[src/rtl/ca_pkt_if.sv]
// Command/address packet bus between the controller-side packet source and the
// DRAM-side decoder: sampled CS_n/CA inputs plus the decoded command outputs.
interface ca_pkt_if #(
  parameter int CA_W  = 14,
  parameter int ROW_W = 16,
  parameter int COL_W = 10
);
  logic             CS_n;
  logic [CA_W-1:0]  CA;
  logic             cmd_valid;
  logic [3:0]       cmd;
  logic [2:0]       bg;
  logic             ba;
  logic [ROW_W-1:0] row;
  logic [COL_W-1:0] col;
  logic [15:0]      bank_open;
  logic             err;
  logic [1:0]       err_code;

  modport master (
    output CS_n, CA,
    input  cmd_valid, cmd, bg, ba, row, col, bank_open, err, err_code
  );

  modport slave (
    input  CS_n, CA,
    output cmd_valid, cmd, bg, ba, row, col, bank_open, err, err_code
  );
endinterface

[src/rtl/ca_pkt_decoder.sv]
// Two-UI CA packet receiver: reassembles UI0/UI1, decodes ACT/WRA/RDA and tracks
// per-bank open state. Optional UI1 fixed-bit checking under `CA_FIXED_CHK_EN.
module ca_pkt_decoder #(
  parameter int CA_W  = 14,
  parameter int ROW_W = 16,
  parameter int COL_W = 10
) (
  input logic     clk,
  input logic     rst_n,
  ca_pkt_if.slave bus
);
  typedef enum logic {S_UI0, S_UI1} state_t;

  localparam logic [3:0] C_IDLE = 4'd0;
  localparam logic [3:0] C_ACT  = 4'd8;
  localparam logic [3:0] C_WRA  = 4'd5;
  localparam logic [3:0] C_RDA  = 4'd12;

  state_t           r_state;
  logic [CA_W-1:0]  r_ui0;
  logic             r_cmd_valid;
  logic [3:0]       r_cmd;
  logic [2:0]       r_bg;
  logic             r_ba;
  logic [ROW_W-1:0] r_row;
  logic [COL_W-1:0] r_col;
  logic [15:0]      r_bank_open;
  logic             r_err;
  logic [1:0]       r_err_code;

  logic       w_is_act, w_is_wra, w_is_rda, w_fix_ok;
  logic [3:0] w_bidx;
  logic       w_unused;

  assign w_is_act = (r_ui0[1:0] == 2'b00);
  assign w_is_wra = (r_ui0[5:0] == 6'b001101);
  assign w_is_rda = (r_ui0[5:0] == 6'b011101);
  assign w_bidx   = {r_ui0[10:8], r_ui0[6]};

`ifdef CA_FIXED_CHK_EN
  always_comb begin
    w_fix_ok = 1'b1;
    if (w_is_act)      w_fix_ok = (bus.CA[13:12] == 2'b00);
    else if (w_is_wra) w_fix_ok = bus.CA[0] & bus.CA[9] & bus.CA[12] & ~bus.CA[13];
    else if (w_is_rda) w_fix_ok = bus.CA[9] & bus.CA[11] & bus.CA[12] & ~bus.CA[13];
  end
`else
  assign w_fix_ok = 1'b1;
`endif

  // UI bits that carry no field in this packet format
  assign w_unused = ^{bus.CA[13:12], r_ui0[13:11], r_ui0[7]};

  always_ff @(posedge clk or negedge rst_n) begin
    if (!rst_n) begin
      r_state     <= S_UI0;
      r_ui0       <= '0;
      r_cmd_valid <= 1'b0;
      r_cmd       <= C_IDLE;
      r_bg        <= '0;
      r_ba        <= 1'b0;
      r_row       <= '0;
      r_col       <= '0;
      r_bank_open <= '0;
      r_err       <= 1'b0;
      r_err_code  <= '0;
    end else begin
      r_cmd_valid <= 1'b0;
      r_cmd       <= C_IDLE;
      r_err       <= 1'b0;
      case (r_state)
        S_UI0: begin
          if (!bus.CS_n) begin
            r_ui0   <= bus.CA;
            r_state <= S_UI1;
          end
        end
        S_UI1: begin
          if (!bus.CS_n) begin
            // A new UI0 arrived before UI1: drop the pending packet, restart on it
            r_err      <= 1'b1;
            r_err_code <= 2'd2;
            r_ui0      <= bus.CA;
          end else begin
            r_state <= S_UI0;
            if (!(w_is_act || w_is_wra || w_is_rda) || !w_fix_ok) begin
              r_err      <= 1'b1;
              r_err_code <= 2'd1;
            end else begin
              r_cmd_valid <= 1'b1;
              r_bg        <= r_ui0[10:8];
              r_ba        <= r_ui0[6];
              if (w_is_act) begin
                r_cmd               <= C_ACT;
                r_row               <= {bus.CA[11:0], r_ui0[5:2]};
                r_col               <= '0;
                r_bank_open[w_bidx] <= 1'b1;
                if (r_bank_open[w_bidx]) begin
                  r_err      <= 1'b1;
                  r_err_code <= 2'd3;
                end
              end else begin
                r_cmd               <= w_is_wra ? C_WRA : C_RDA;
                r_row               <= '0;
                r_col               <= w_is_wra ? {bus.CA[7:1], 3'b000} : {bus.CA[7:0], 2'b00};
                r_bank_open[w_bidx] <= 1'b0;
                if (!r_bank_open[w_bidx]) begin
                  r_err      <= 1'b1;
                  r_err_code <= 2'd3;
                end
              end
            end
          end
        end
        default: r_state <= S_UI0;
      endcase
    end
  end

  assign bus.cmd_valid = r_cmd_valid;
  assign bus.cmd       = r_cmd;
  assign bus.bg        = r_bg;
  assign bus.ba        = r_ba;
  assign bus.row       = r_row;
  assign bus.col       = r_col;
  assign bus.bank_open = r_bank_open;
  assign bus.err       = r_err;
  assign bus.err_code  = r_err_code;
endmodule
[src/flat_wrapper.sv]
// flat-port wrapper written by rule: the top's interface ports become plain ports
module ca_pkt_decoder_flat 
#(
  parameter int CA_W  = 14,
  parameter int ROW_W = 16,
  parameter int COL_W = 10
)
  (clk, rst_n, bus_CS_n, bus_CA, bus_cmd_valid, bus_cmd, bus_bg, bus_ba, bus_row, bus_col, bus_bank_open, bus_err, bus_err_code);
  ca_pkt_if #(.CA_W(CA_W), .ROW_W(ROW_W), .COL_W(COL_W)) bus_i ();
  input logic clk;
  input logic rst_n;
  input wire logic [$bits(bus_i.CS_n)-1:0] bus_CS_n;
  input wire logic [$bits(bus_i.CA)-1:0] bus_CA;
  output wire logic [$bits(bus_i.cmd_valid)-1:0] bus_cmd_valid;
  output wire logic [$bits(bus_i.cmd)-1:0] bus_cmd;
  output wire logic [$bits(bus_i.bg)-1:0] bus_bg;
  output wire logic [$bits(bus_i.ba)-1:0] bus_ba;
  output wire logic [$bits(bus_i.row)-1:0] bus_row;
  output wire logic [$bits(bus_i.col)-1:0] bus_col;
  output wire logic [$bits(bus_i.bank_open)-1:0] bus_bank_open;
  output wire logic [$bits(bus_i.err)-1:0] bus_err;
  output wire logic [$bits(bus_i.err_code)-1:0] bus_err_code;
  assign bus_i.CS_n = bus_CS_n;
  assign bus_i.CA = bus_CA;
  assign bus_cmd_valid = bus_i.cmd_valid;
  assign bus_cmd = bus_i.cmd;
  assign bus_bg = bus_i.bg;
  assign bus_ba = bus_i.ba;
  assign bus_row = bus_i.row;
  assign bus_col = bus_i.col;
  assign bus_bank_open = bus_i.bank_open;
  assign bus_err = bus_i.err;
  assign bus_err_code = bus_i.err_code;
  ca_pkt_decoder #(.CA_W(CA_W), .ROW_W(ROW_W), .COL_W(COL_W)) u_core (.clk(clk), .rst_n(rst_n), .bus(bus_i));
endmodule
[config.mk]
export PLATFORM = sky130hd
export DESIGN_NAME = ca_pkt_decoder_flat
export DESIGN_NICKNAME = d
export VERILOG_FILES = /design/src/rtl/ca_pkt_if.sv /design/src/rtl/ca_pkt_decoder.sv /design/src/flat_wrapper.sv
export SDC_FILE = /design/constraint.sdc
export NUM_CORES = 1
export LEC_CHECK = 0
export CAP_MARGIN = 20
export CORE_AREA = 10 10 63 116
export CTS_CLUSTER_SIZE = 16
export DETAILED_ROUTE_END_ITERATION = 7
export DIE_AREA = 0 0 73 126
export PLACE_DENSITY_LB_ADDON = 0.2
export SKIP_CTS_REPAIR_TIMING = 1
export SLEW_MARGIN = 20
export SYNTH_ARGS = -nofsm -noshare
export SYNTH_HDL_FRONTEND = slang
export SYNTH_SLANG_ARGS = --single-unit
[constraint.sdc]
create_clock -name clk -period 3.2 [get_ports clk]
set_clock_uncertainty 0.2 [all_clocks]
set_input_delay 0.32 -clock clk [delete_from_list [all_inputs] [get_ports clk]]
set_output_delay 0.32 -clock clk [all_outputs]
set_load 0.05 [all_outputs]
Word-level counts from Yosys, hierarchy flattened
Cells that the tools add are included.
- RAM bits: 0
- ROM bits: 0
- bits of input ports: 17
- output and inout bits: 54
- word-level logic and storage cells: 55
- latch bits: 0
- bits in registers: 66
- memories: 0
- order comparisons: 2
- shifts and indexed selects: 0
- eq/ne operators: 4
- reduce and logical (&&, ||, !) cells: 6
- bitwise logic cells: 3
- $add $sub $neg: 0
- divide/modulo/power cells: 0
- muxes and demuxes: 29
- multiply operators: 0
- operators with widths (operator ; count):
    $mux 16 ; 2
    $mux 4 ; 5
    $and 16x16->16 ; 1
    $not 16->16 ; 1
    $or 16x16->16 ; 1
    $mux 1 ; 12
    $mux 11 ; 1
    $mux 10 ; 1
    $mux 2 ; 5
    $eq 6x4->1 const B ; 1
    $eq 6x5->1 const B ; 1
    $reduce_and 3->1 ; 2
    $lt 4x5->1 const B ; 1
    $bmux 1 s4 ; 1
    $demux 1 s4 ; 1
    $ge 4x1->1 const B ; 1
    $ne 4x3->1 const B ; 1
    $ne 4x4->1 const B ; 1
    $mux 3 ; 1
    $logic_not 2->1 ; 1
    $logic_or 1x1->1 ; 2
    $logic_and 1x1->1 ; 1

Longest topological paths before layout
Gate-level depths: netlist (run 1).
- word-level depth: 7
- gate-level depth with buffers: 7
- depth with buffers taken out: 5

Least setup slack after synthesis (run 1)
Ideal clock, no wire load.
- path kind: reg2reg
- start: register (tool-made name)
- end: register u_core.r_err_code[0], in the netlist u_core.bus.err_code[0]
- data required time: 2.906 ns
- stages on the path, launching flop included: 6
- library setup time: 0.094 ns
- path slack: 1.023 ns
- data arrival time: 1.883 ns
- path buffers: 0
- period minus slack after synthesis: 2.177 ns
- cells stage by stage: dfrtp_1 mux4_2 a22oi_2 nand3_2 mux2_4 a221oi_2
- RTL lines (item ; line ; source):
    to (signal assigned) ; ca_pkt_decoder.sv:66 ; r_err_code <= '0;
    to (signal assigned) ; ca_pkt_decoder.sv:82 ; r_err_code <= 2'd2;
    to (signal assigned) ; ca_pkt_decoder.sv:88 ; r_err_code <= 2'd1;
    to (decl) ; ca_pkt_decoder.sv:29 ; logic [1:0] r_err_code;

Worst setup path after layout (run 1)
- start: register u_core.r_ui0[6]
- end: register u_core.r_err_code[0], in the netlist u_core.bus.err_code[0]
- word-level cells in the longest chain between the ends: 4
- elaborated cells between the ends (all ways): 5
- classes of those cells: 2 x eq/ne; 2 x mux; 1 x reduce/logical
- ends and longest elaborated chain (item ; line ; source):
    from (decl) ; ca_pkt_decoder.sv:20 ; logic [CA_W-1:0] r_ui0;
    from (signal assigned) ; ca_pkt_decoder.sv:74 ; r_ui0 <= bus.CA;
    from (signal assigned) ; ca_pkt_decoder.sv:83 ; r_ui0 <= bus.CA;
    $bmux 1 s4 * ; ca_pkt_decoder.sv:98, ca_pkt_decoder.sv:107 ;
    $mux 1 (not written as such) * ; ca_pkt_decoder.sv:98, ca_pkt_decoder.sv:107 ;
    $ne 4x3->1 (no line) / $ne 4x4->1 (equally long branches) ; - ;
    $reduce_and 3->1 (no line) * ; - ;
    to (signal assigned) ; ca_pkt_decoder.sv:88 ;
    to (signal assigned) ; ca_pkt_decoder.sv:100 ; r_err_code <= 2'd3;
    to (signal assigned) ; ca_pkt_decoder.sv:109 ; r_err_code <= 2'd3;
Mark *: on every way between the ends. The rest lies on a longest branch, timed or not. The select of a mux whose other input is x is not followed.
A chain may end at the register's enable or synchronous reset.

==> results of run 1 <==
stage by stage:
step / hold slack (ns) / util / instance area [sq um] / power, W
2_1_floorplan: -0.176 / - / 2630 / 0.00162
3_3_place_gp: 0.260 / 0.610 / 3310 / 0.00195
3_5_place_dp: 0.264 / 0.610 / 3310 / 0.00197
4_1_cts: -0.0273 / 0.645 / 3500 / 0.00263
5_1_grt: 0.297 / 0.647 / 3510 / 0.00273
6_report: 0.279 / 0.647 / 3510 / 0.00260
path summary, 6_finish.rpt:
check,slack (ns),startpoint,to
hold reg to reg,0.28,u_core.bus.bg[0]$_DFFE_PN0P_,u_core.bus.bg[0]$_DFFE_PN0P_
min in group asynchronous,0.47,rst_n,u_core.bus.err$_DFF_PN0_
max in group asynchronous,1.59,rst_n,u_core.bus.row[13]$_DFFE_PN0P_
hold / removal,0.28,u_core.bus.bg[0]$_DFFE_PN0P_,u_core.bus.bg[0]$_DFFE_PN0P_
setup / recovery,0.74,u_core.r_ui0[6]$_DFFE_PN0N_,u_core.bus.err_code[0]$_DFFE_PN0P_
setup reg to reg,0.74,u_core.r_ui0[6]$_DFFE_PN0N_,u_core.bus.err_code[0]$_DFFE_PN0P_
cell type report:
| class | count | area [sq um] | share of cell area |
|---|---|---|---|
| repair buffers | 72 | 701 | 0.200 |
| well taps | 60 | 75.1 | 0.0214 |
| multi-input cells | 135 | 976 | 0.278 |
| flip-flops and latches | 62 | 1550 | 0.442 |
| inverters | 4 | 15.0 | 0.00428 |
| clock buffers | 11 | 141 | 0.0403 |
| clock inverters | 4 | 47.5 | 0.0136 |
power by group:
group / total, W / internal (W) / leakage [nW] / switching (W)
Sequential: 0.00101 / 0.000915 / 0.796 / 0.0000940
Combinational: 0.000930 / 0.000324 / 0.693 / 0.000605
Clock: 0.000663 / 0.000374 / 0.0952 / 0.000289
Total: 0.00260 / 0.00161 / 1.58 / 0.000988
Yosys cell counts, drive strengths merged:
cell / instances
dfrtp: 62
nand2: 37
mux2: 26
a22o: 15
clkbuf: 12
nand3: 12
o21ai: 9
nor2: 8
buf: 5
inv: 4
mux4: 4
nand4: 3
nor2b: 3
a21oi: 2
nor3b: 2
a211o: 1
a21boi: 1
a221oi: 1
a22oi: 1
a31oi: 1
conb: 1
nand3b: 1
nor3: 1
o22ai: 1
o41ai: 1
or2: 1
xnor2: 1
layer usage:
layer  wire (um)  global-route usage
met1        2300               0.146
met2        3480               0.252
met3         426              0.0597
met4         136              0.0685
met5           0                   0
cells by family after synthesis:
| family | after synthesis | share of synthesized area |
|---|---|---|
| buf+inv | 21 | 0.0377 |
| compound gates | 33 | 0.0960 |
| simple gates | 68 | 0.118 |
| other cells | 1 | 0.00143 |
| mux | 30 | 0.150 |
| xor+xnor | 1 | 0.00335 |
| flops | 62 | 0.592 |
worst register-to-register path: stages, from the launching register on:
cell and delay (ns):
dfrtp_1 0.70, mux4_2 0.60, a22oi_2 0.19, nand3_2 0.12, mux2_4 0.32, a221oi_2 0.24
==> out/qor.txt, run 1 <==
status -> finished clean
Yosys cell types -> 33
Cells after DPL -> 332
P per Cell Area -> 742 mW/mm^2
clock slew at reported path FFs -> 0.07 ns
worst path cell trace -> mux4_2, a22oi_2, nand3_2, mux2_4, a221oi_2
max cap viols -> 0
final wirelength -> 6340 um
Mean Syn Cell Area -> 12.1 sq um
Final nets -> 301
number of global-route vias before repair -> 2018
TritonCTS clock tree -> built
# IOs -> 71
unrepaired setup endpoints after global routing -> no
largest net degree at the start of global routing -> 45
DPL Wire Length -> 4660 um
WP data arrival -> 2.51 ns
Die Wd -> 73 um
Core Box Area -> 0.00542 sq mm
sequential element share of the synthesized area -> 0.592
fillcell total -> 450
Ant. Diodes -> 0
Tmin final -> 2.46 ns
WP buf/inv -> 0
Root Buffer -> clkbuf_8
Leakage -> 1.58 nW
wire per inst -> 18.2 um
GRT Total Usage -> 0.147
initial DRC count -> 107
row count -> 38
P&R area growth vs syn -> 33.9%
most area-consuming cells after synthesis -> dfrtp_1 (59%), mux2_2 (11%), nand2_1 (5.3%)
hold path cells -> 2
Slowest-stage cell, CP -> dfrtp_1
cell depth of the worst flop-to-flop path -> 5
post-route antenna net violation count -> 0
initial antenna violation count -> 0
Initial Utilization -> 0.483
IO buf count -> 65
Data required, critical path -> 3.24 ns
cell count after synthesis -> 216
Layout Cells excl Fill -> 348
setup_tns -> 0 ns
Crit Path Max Fanout -> 14
gr ovfl total -> 0
H-tree Lvls -> 3
Least-Margin Pin Slew -> 0.950 ns
Peak VDD IR -> 513 uV
Residual DRC -> 0
most common cell after layout, fill and taps aside -> clkdlybuf4s50_1
Mapped Area -> 0.00262 sq mm
CP Launch Type -> register
Hold WC Path Type -> reg -> reg
Setup Viol. Count Final -> 0
DR vias -> 1904
final setup margin -> 0.736 ns
Slew Limit Fails -> 0
first-pass GRT wire length -> 10500 um
fin crit share -> 0.770
post-synth top area share -> 0.592
Num CTS Buffers -> 9
#FFs+latches synth -> 62
Final Hold Vio Count -> 0
area leader, netlist -> dfrtp_1
die area -> 0.00920 sq mm
clk_lat worst skew -> 0.34 ns
Yosys Warn Count -> 0
Worst path depth -> 5
clk sink count -> 62
DIE HEIGHT -> 126 um
drt pass-1 iters -> 4
layout cells sized above 1 -> 0.188
clk buf depth -> 2
vias per cell -> 5.47
critical path type -> reg -> reg
FMAX -> 406 MHz
Worst slew margin -> 0.367
CP delay by family, top -> multiplexers
slowest stage delay, CP -> 0.70 ns
most frequent cells in the layout -> clkdlybuf4s50_1 (64), dfrtp_1 (62), nand2_1 (37)
RD Place Congestion -> 0.784
CP Capture Type -> register
Worst Setup Slack post-DPL -> 0.713 ns
Note: power is estimated with default switching activity, not from simulation.
==> run 2: changes to the inputs <==
--- a/config.mk
+++ b/config.mk
@@ -6,10 +6,10 @@
 export NUM_CORES = 1
 export LEC_CHECK = 0
 export CAP_MARGIN = 20
-export CORE_AREA = 10 10 63 116
+export CORE_AREA = 10 10 67 124
 export CTS_CLUSTER_SIZE = 16
 export DETAILED_ROUTE_END_ITERATION = 7
-export DIE_AREA = 0 0 73 126
+export DIE_AREA = 0 0 77 134
 export PLACE_DENSITY_LB_ADDON = 0.2
 export SKIP_CTS_REPAIR_TIMING = 1
 export SLEW_MARGIN = 20
==> constraint.sdc (replaced) <==
create_clock -name clk -period 2.1 [get_ports clk]
set_clock_uncertainty 0.2 [all_clocks]
set_input_delay 0.21 -clock clk [delete_from_list [all_inputs] [get_ports clk]]
set_output_delay 0.21 -clock clk [all_outputs]
set_load 0.05 [all_outputs]
==> out/qor.txt, run 2 (synthesized netlist as in run 1, its figures left out) <==
status -> finished with violations
violated checks -> negative setup slack
largest net degree at the start of global routing -> 39 (-13%)
initial antenna violation count -> 0 (unchanged)
CP Launch Type -> register
post-route antenna net violation count -> 0 (unchanged)
unrepaired setup endpoints after global routing -> yes
Slew Limit Fails -> 0 (unchanged)
Internal Power -> 0.00279 W (+73%)
TritonCTS clock tree -> built
most frequent cells in the layout -> clkdlybuf4s50_1 (64), dfrtp_1 (50), nand2_1 (37)
CP Capture Type -> register
R2R Setup Slk -> -0.02 ns (-0.76 ns)
Critical Path Sink -> u_core.bus.err_code[0]$_DFFE_PN0P_
critical path launch point -> u_core.r_ui0[6]$_DFFE_PN0N_
FMAX -> 471 MHz (+16%)
clk sink count -> 62 (unchanged)
Cells after DPL -> 370 (+11%)
Peak VDD IR -> 543 uV (+5.8%)
Residual DRC -> 0 (unchanged)
Root Buffer -> clkbuf_16
Final Hold Vio Count -> 0 (unchanged)
Die Wd -> 77 um (+5.5%)
Initial Utilization -> 0.415 (-0.0681)
RD Place Congestion -> 0.871 (+11%)
Core Box Area -> 0.00631 sq mm (+16%)
row count -> 41 (+7.9%)
Post-Route Utilization -> 0.594 (-0.0532)
Fin Hold WS -> 0.249 ns (-0.0306 ns)
Pwr Total -> 0.00434 W (+67%)
Ant. Diodes -> 0 (unchanged)
layout cells sized above 1 -> 0.262 (+0.0741)
DIE HEIGHT -> 134 um (+6.3%)
Hold WC Path Type -> in -> async
fillcell total -> 561 (+25%)
Clk pwr share -> 0.308 (+0.053)
Least-Margin Pin Slew -> 0.626 ns (-0.323 ns)
H-tree Lvls -> 3 (unchanged)
first-pass GRT wire length -> 10600 um (+0.59%)
P per Cell Area -> 1160 mW/mm^2 (+56%)
area of the multi-input gates -> 987 sq um (+1.2%)
slowest stage delay, CP -> 0.53 ns (-0.17 ns)
# IOs -> 71 (unchanged)
Slowest-stage cell, CP -> mux4_2
gr ovfl total -> 0 (unchanged)
clk buf depth -> 2 (unchanged)
drt pass-1 iters -> 4 (unchanged)
wire per inst -> 17.0 um (-6.7%)
Worst R2R Start -> u_core.r_ui0[6]$_DFFE_PN0N_
Layout Cells excl Fill -> 388 (+11%)
Comb power frac -> 0.336 (-0.021)
DR vias -> 1925 (+1.1%)
setup_tns -> -0.0236 ns (-0.0236 ns)
initial DRC count -> 166 (+55%)
Reg area -> 0.00157 sq mm (+0.97%)
Tmin final -> 2.12 ns (-0.340 ns)
IO buf count -> 65 (unchanged)
Reg power frac -> 0.356 (-0.032)
WP data arrival -> 2.15 ns (-0.36 ns)
Worst slew margin -> 0.583 (+0.216)
DPL Wire Length -> 4980 um (+7.0%)
most common cell after layout, fill and taps aside -> clkdlybuf4s50_1
Net Sw Power -> 0.00155 W (+57%)
vias per cell -> 4.96 (-9.3%)
max cap viols -> 0 (unchanged)
Final nets -> 314 (+4.3%)
number of global-route vias before repair -> 2045 (+1.3%)
Data required, critical path -> 2.13 ns (-1.11 ns)
Num CTS Buffers -> 9 (unchanged)
final setup margin -> -0.0236 ns (-0.760 ns)
final wirelength -> 6600 um (+4.0%)
die area -> 0.0103 sq mm (+12%)
Switching Share -> 0.357 (-0.0225)
Crit Path Max Fanout -> 7 (-7)
P&R area growth vs syn -> 43.1%
clk_lat worst skew -> 0.32 ns (-0.02 ns)
critical path type -> reg -> reg
Leakage -> 1.67 nW (+5.3%)
fin crit share -> 1.01 (+0.241)
reg2reg end -> u_core.bus.err_code[0]$_DFFE_PN0P_
GRT Total Usage -> 0.130 (-0.0163)
cell depth of the worst flop-to-flop path -> 5 (unchanged)
worst path cell trace -> mux4_2, a22oi_2, nand3_2, mux2_4, a221oi_2
clock slew at reported path FFs -> 0.05 ns (-0.02 ns)
Setup Viol. Count Final -> 1 (+1)
==> run 2: cell count changes in the layout (fill, tap and decap cells not counted), moves of 3 or more <==
cell	previous run	this run
clkbuf_8	10	2
clkbuf_1	1	4
buf_4	6	19
clkbuf_16	0	9
dfrtp_2	0	12
dfrtp_1	62	50
==> run 2: worst max-delay path, delay by kind of cell, from the launching register on <==
kind               cells  cell delay, ns
AOI/OAI and AO/OA      2            0.39
DFF                    1            0.47
muxes                  2            0.85
and+or+nand+nor        1            0.11
==> run 2: layout make-up <==
class                      count  share of cell area
sequential                    62               0.418
multi-input combinational    135               0.263
timing repair buffer          85               0.213
clock buffer                  15              0.0715
tap                           86              0.0287
inverter                       4             0.00401
clock inverter                 1             0.00134
==> run 2: worst min path at each step <==
stage / startpoint / endpoint / slack (ns)
3_5_place_dp: rst_n / asynchronous set/reset pin / 0.07
4_1_cts: rst_n / asynchronous set/reset pin / -0.28
6_report: rst_n / asynchronous set/reset pin / 0.25
5_1_grt: rst_n / u_core.r_ui0[10]$_DFFE_PN0N_ / 0.30
2_1_floorplan: rst_n / asynchronous set/reset pin / -0.29
3_3_place_gp: rst_n / asynchronous set/reset pin / 0.07
==> run 2: metal layers <==
| metal | routed length (um) | vias to the layer above | GRT usage |
|---|---|---|---|
| met3 | 392 | 8 | 0.0462 |
| met4 | 119 | 0 | 0.0643 |
| li1 | - | 915 | - |
| met1 | 2420 | 956 | 0.126 |
| met2 | 3660 | 46 | 0.237 |
| met5 | 0 | - | 0 |
==> run 2: metrics by stage <==
stage                     worst slack (ns)  area [sq um]
after floorplan                    0.00473          2640
after global placement              -0.140          3440
after detailed placement            -0.155          3440
after CTS                           -0.158          3720
after global routing                -0.109          3750
final                              -0.0236          3750
==> run 2: power groups by stage <==
| stage | Sequential (W) | Clock [W] | Combinational (W) |
|---|---|---|---|
| 2_1_floorplan | 0.00217 | 0 | 0.000300 |
| 3_3_place_gp | 0.00156 | 0 | 0.00146 |
| 3_5_place_dp | 0.00156 | 0 | 0.00147 |
| 4_1_cts | 0.00154 | 0.00136 | 0.00147 |
| 5_1_grt | 0.00157 | 0.00142 | 0.00153 |
| 6_report | 0.00154 | 0.00134 | 0.00146 |
==> variant, RTL diff (config.mk and constraints of run 2) <==
Build with the macro `CA_FIXED_CHK_EN` defined.
--- a/src/rtl/ca_pkt_decoder.sv
+++ b/src/rtl/ca_pkt_decoder.sv
@@ -2,2 +2,4 @@
 // per-bank open state. Optional UI1 fixed-bit checking under `CA_FIXED_CHK_EN.
+`define CA_FIXED_CHK_EN
+
 module ca_pkt_decoder #(
Behaviour: not the same (a bounded check fails within 4 cycles, from zero or initial values and one cycle with rst_n low).
==> variant against run 2 <==
  * Cell area rose by 10%
  * Critical endpoint is now u_core.bus.err_code[1]$_DFFE_PN0P_
  * Cell count rose by 6.7%
  * Non-clock buffer count increased by 8
  * Synthesized area rose by 11%
  * Worst setup slack better by 0.089 ns
  * Critical path type unchanged
  * Sequential cell count did not move
  * Routed wire length rose by 13%
  * Total power fell by 13%
  * Synthesized cell count up 12%
==> variant: results (changes against run 2) <==
The clock-pin slew of the registers on the worst-case setup and hold paths came to 0.05 ns (about the same). The met2 routed wirelength is 4290 um (+17%). The peak supply drop came to 0.763 mV (+41%).

The number of port buffers came out at 67 (+3.1%). The worst slew slack as a fraction of its limit came to 64.1% (+5.8 points). The transition time at the pin with the least slew margin is 0.537 ns (-0.0889 ns). The sum of routed wire segments on met1 came to 2630 um (+8.8%). The routed length on met3 came out at 354 um (-9.7%). The iteration count of the initial detailed-routing pass is 4 (unchanged). The maximum fanout along the worst path is 4 (-3). The clock latency at the later pin of the worst-skew pair is 0.33 ns. The number of synthesized flops with an enable pin came out at 0 (unchanged). The static leakage came to 1.86 nW (+11%).

The number of filler instances in the final layout is 511 (-8.9%). The proportion of layout cells with a drive suffix above 1 is 31.4% (+5.2 points). The critical path endpoint category is a register. The detailed placement HPWL came out at 5550 um (+11%). The setup slack of the worst register-to-register path is 0.07 ns (+0.09 ns).

The initial antenna violation count came to 0 (unchanged). The prevailing post-synth register cell is dfrtp_1. Grouping stages by cell kind, the critical path spends the most delay in multiplexers. The longest individual stage delay on the worst path is 0.52 ns. Clock tree synthesis selected as its root buffer the cell clkbuf_16.

In the post-synthesis netlist, the biggest area contributors are dfrtp_1, mux2_2, a21bo_2. The deepest clock path buffer count came to 2 (unchanged). The detail-routed net length per standard cell came to 18.0 um (+5.7%).

The worst slack at placement came out at -0.0668 ns (+0.0882 ns). The number of max-capacitance violations reported is 0 (unchanged). The first-iteration detailed-routing DRC count came out at 164 (-1.2%). The worst reg2reg path depth was 6 (+1). The global placer's final weighted congestion came to 0.833 (-4.4%). The arrival time at the worst endpoint came to 2.06 ns (-0.09 ns). The total of warnings raised by yosys came out at 0 (unchanged).

The startpoint identified for the worst register-to-register timing path is u_core.r_ui0[6]$_DFFE_PN0N_. Routed signal wires occupy layers up through met4. The global-route wire length before repair came out at 12200 um (+16%). The number of diodes added for antenna fixing came out at 0 (unchanged). The final period utilization was 96.9% (-4.3 points). The proportion of synthesized chip area in sequential cells is 53.3% (-5.9 points). The largest net degree at the start of global routing was 63 (+62%).

The commonest cells after synthesis are dfrtp_1, mux2_2, nand4_1. The total global-route track usage is 15.0% (+2.0 points). The worst reg2reg path endpoint is u_core.bus.err_code[1]$_DFFE_PN0P_. The TritonCTS buffer count came out at 9 (unchanged). The final layout net count came to 341 (+8.6%). The number of global-route vias before repair is 2482 (+21%). The path class of the tightest hold or removal check is in2async. The slowest stage cell on the critical path is mux4_2. The run finished with clean final reports. The H-tree depth reported by CTS was 3 (unchanged). The number of vias after detailed routing was 2150 (+12%). The share of flip-flops with an asynchronous set or reset after synthesis came to 100% (unchanged). The number of distinct standard cells referenced by the synthesized netlist came out at 29 (-12%).
==> variant: changes by cell type in the layout (fill, tap and decap cells not counted), sizes merged, moves of 5 or more <==
cell | run 2 | this run
and2 | 0 | 8
a21bo | 0 | 16
o21ai | 9 | 0
mux2 | 26 | 39
buf | 20 | 26
nand4 | 3 | 17
nor3 | 1 | 6
mux2i | 0 | 11
nand2 | 37 | 5
a22o | 15 | 0
nor2 | 8 | 14
==> variant: report_power, final <==
group          internal (mW)  switching [mW]  leakage [nW]
logic                  0.407           0.646         0.909
registers               1.33          0.0865         0.815
clock network          0.853           0.469         0.133
total                   2.59            1.20          1.86
==> variant: layer usage <==
metal	vias up	track usage, %
met5	-	0
met4	0	7.45
met2	52	27.6
li1	1016	-
met3	12	5.42
met1	1070	14.1
==> variant: final cells by class <==
class / count / area [sq um] / share of cell area, %
clock inverters: 1 / 5.00 / 0.121
clock buffers: 14 / 264 / 6.39
multi-input cells: 152 / 1250 / 30.2
repair buffers: 93 / 933 / 22.6
inverters: 6 / 22.5 / 0.545
well taps: 86 / 108 / 2.60
flip-flops and latches: 62 / 1550 / 37.6
==> variant: worst min-delay path by stage <==
stage | from | end | slack, ns | cells after the start
5_1_grt | rst_n | async pin | 0.25 | 3
4_1_cts | rst_n | async pin | -0.30 | 2
3_5_place_dp | rst_n | async pin | 0.05 | 2
6_report | rst_n | async pin | 0.22 | 3
2_1_floorplan | rst_n | async pin | -0.29 | 0
3_3_place_gp | rst_n | async pin | 0.05 | 2
==> variant: logic make-up (layout without fill, tap and decap cells) <==
kind of cell              count (synthesis)  after routing  share of synthesized area (%)
other                                     1              3                          0.129
xor gates and xnor gates                  1              1                          0.301
AOI/OAI and AO/OA                        20             20                           6.41
buffers and inverters                    29            114                           4.95
DFF                                      62             62                           53.3
muxes                                    52             52                           20.9
and+or+nand+nor                          76             76                           14.0
==> variant: metrics by stage <==
stage                     hold slack [ns]  utilization, %  std cells  area (sq um)
after CTS                          -0.300            64.9        413          4090
final                               0.220            65.5        414          4130
after global routing                0.246            65.5        414          4130
after detailed placement           0.0465            60.6        398          3820
after global placement             0.0465            60.6        398          3820
after floorplan                    -0.286               -        243          2920
==> variant: worst min-delay path, stage by stage <==
cell and delay [ns]:
dlygate4sd3_1 0.52, buf_2 0.12, buf_12 0.29
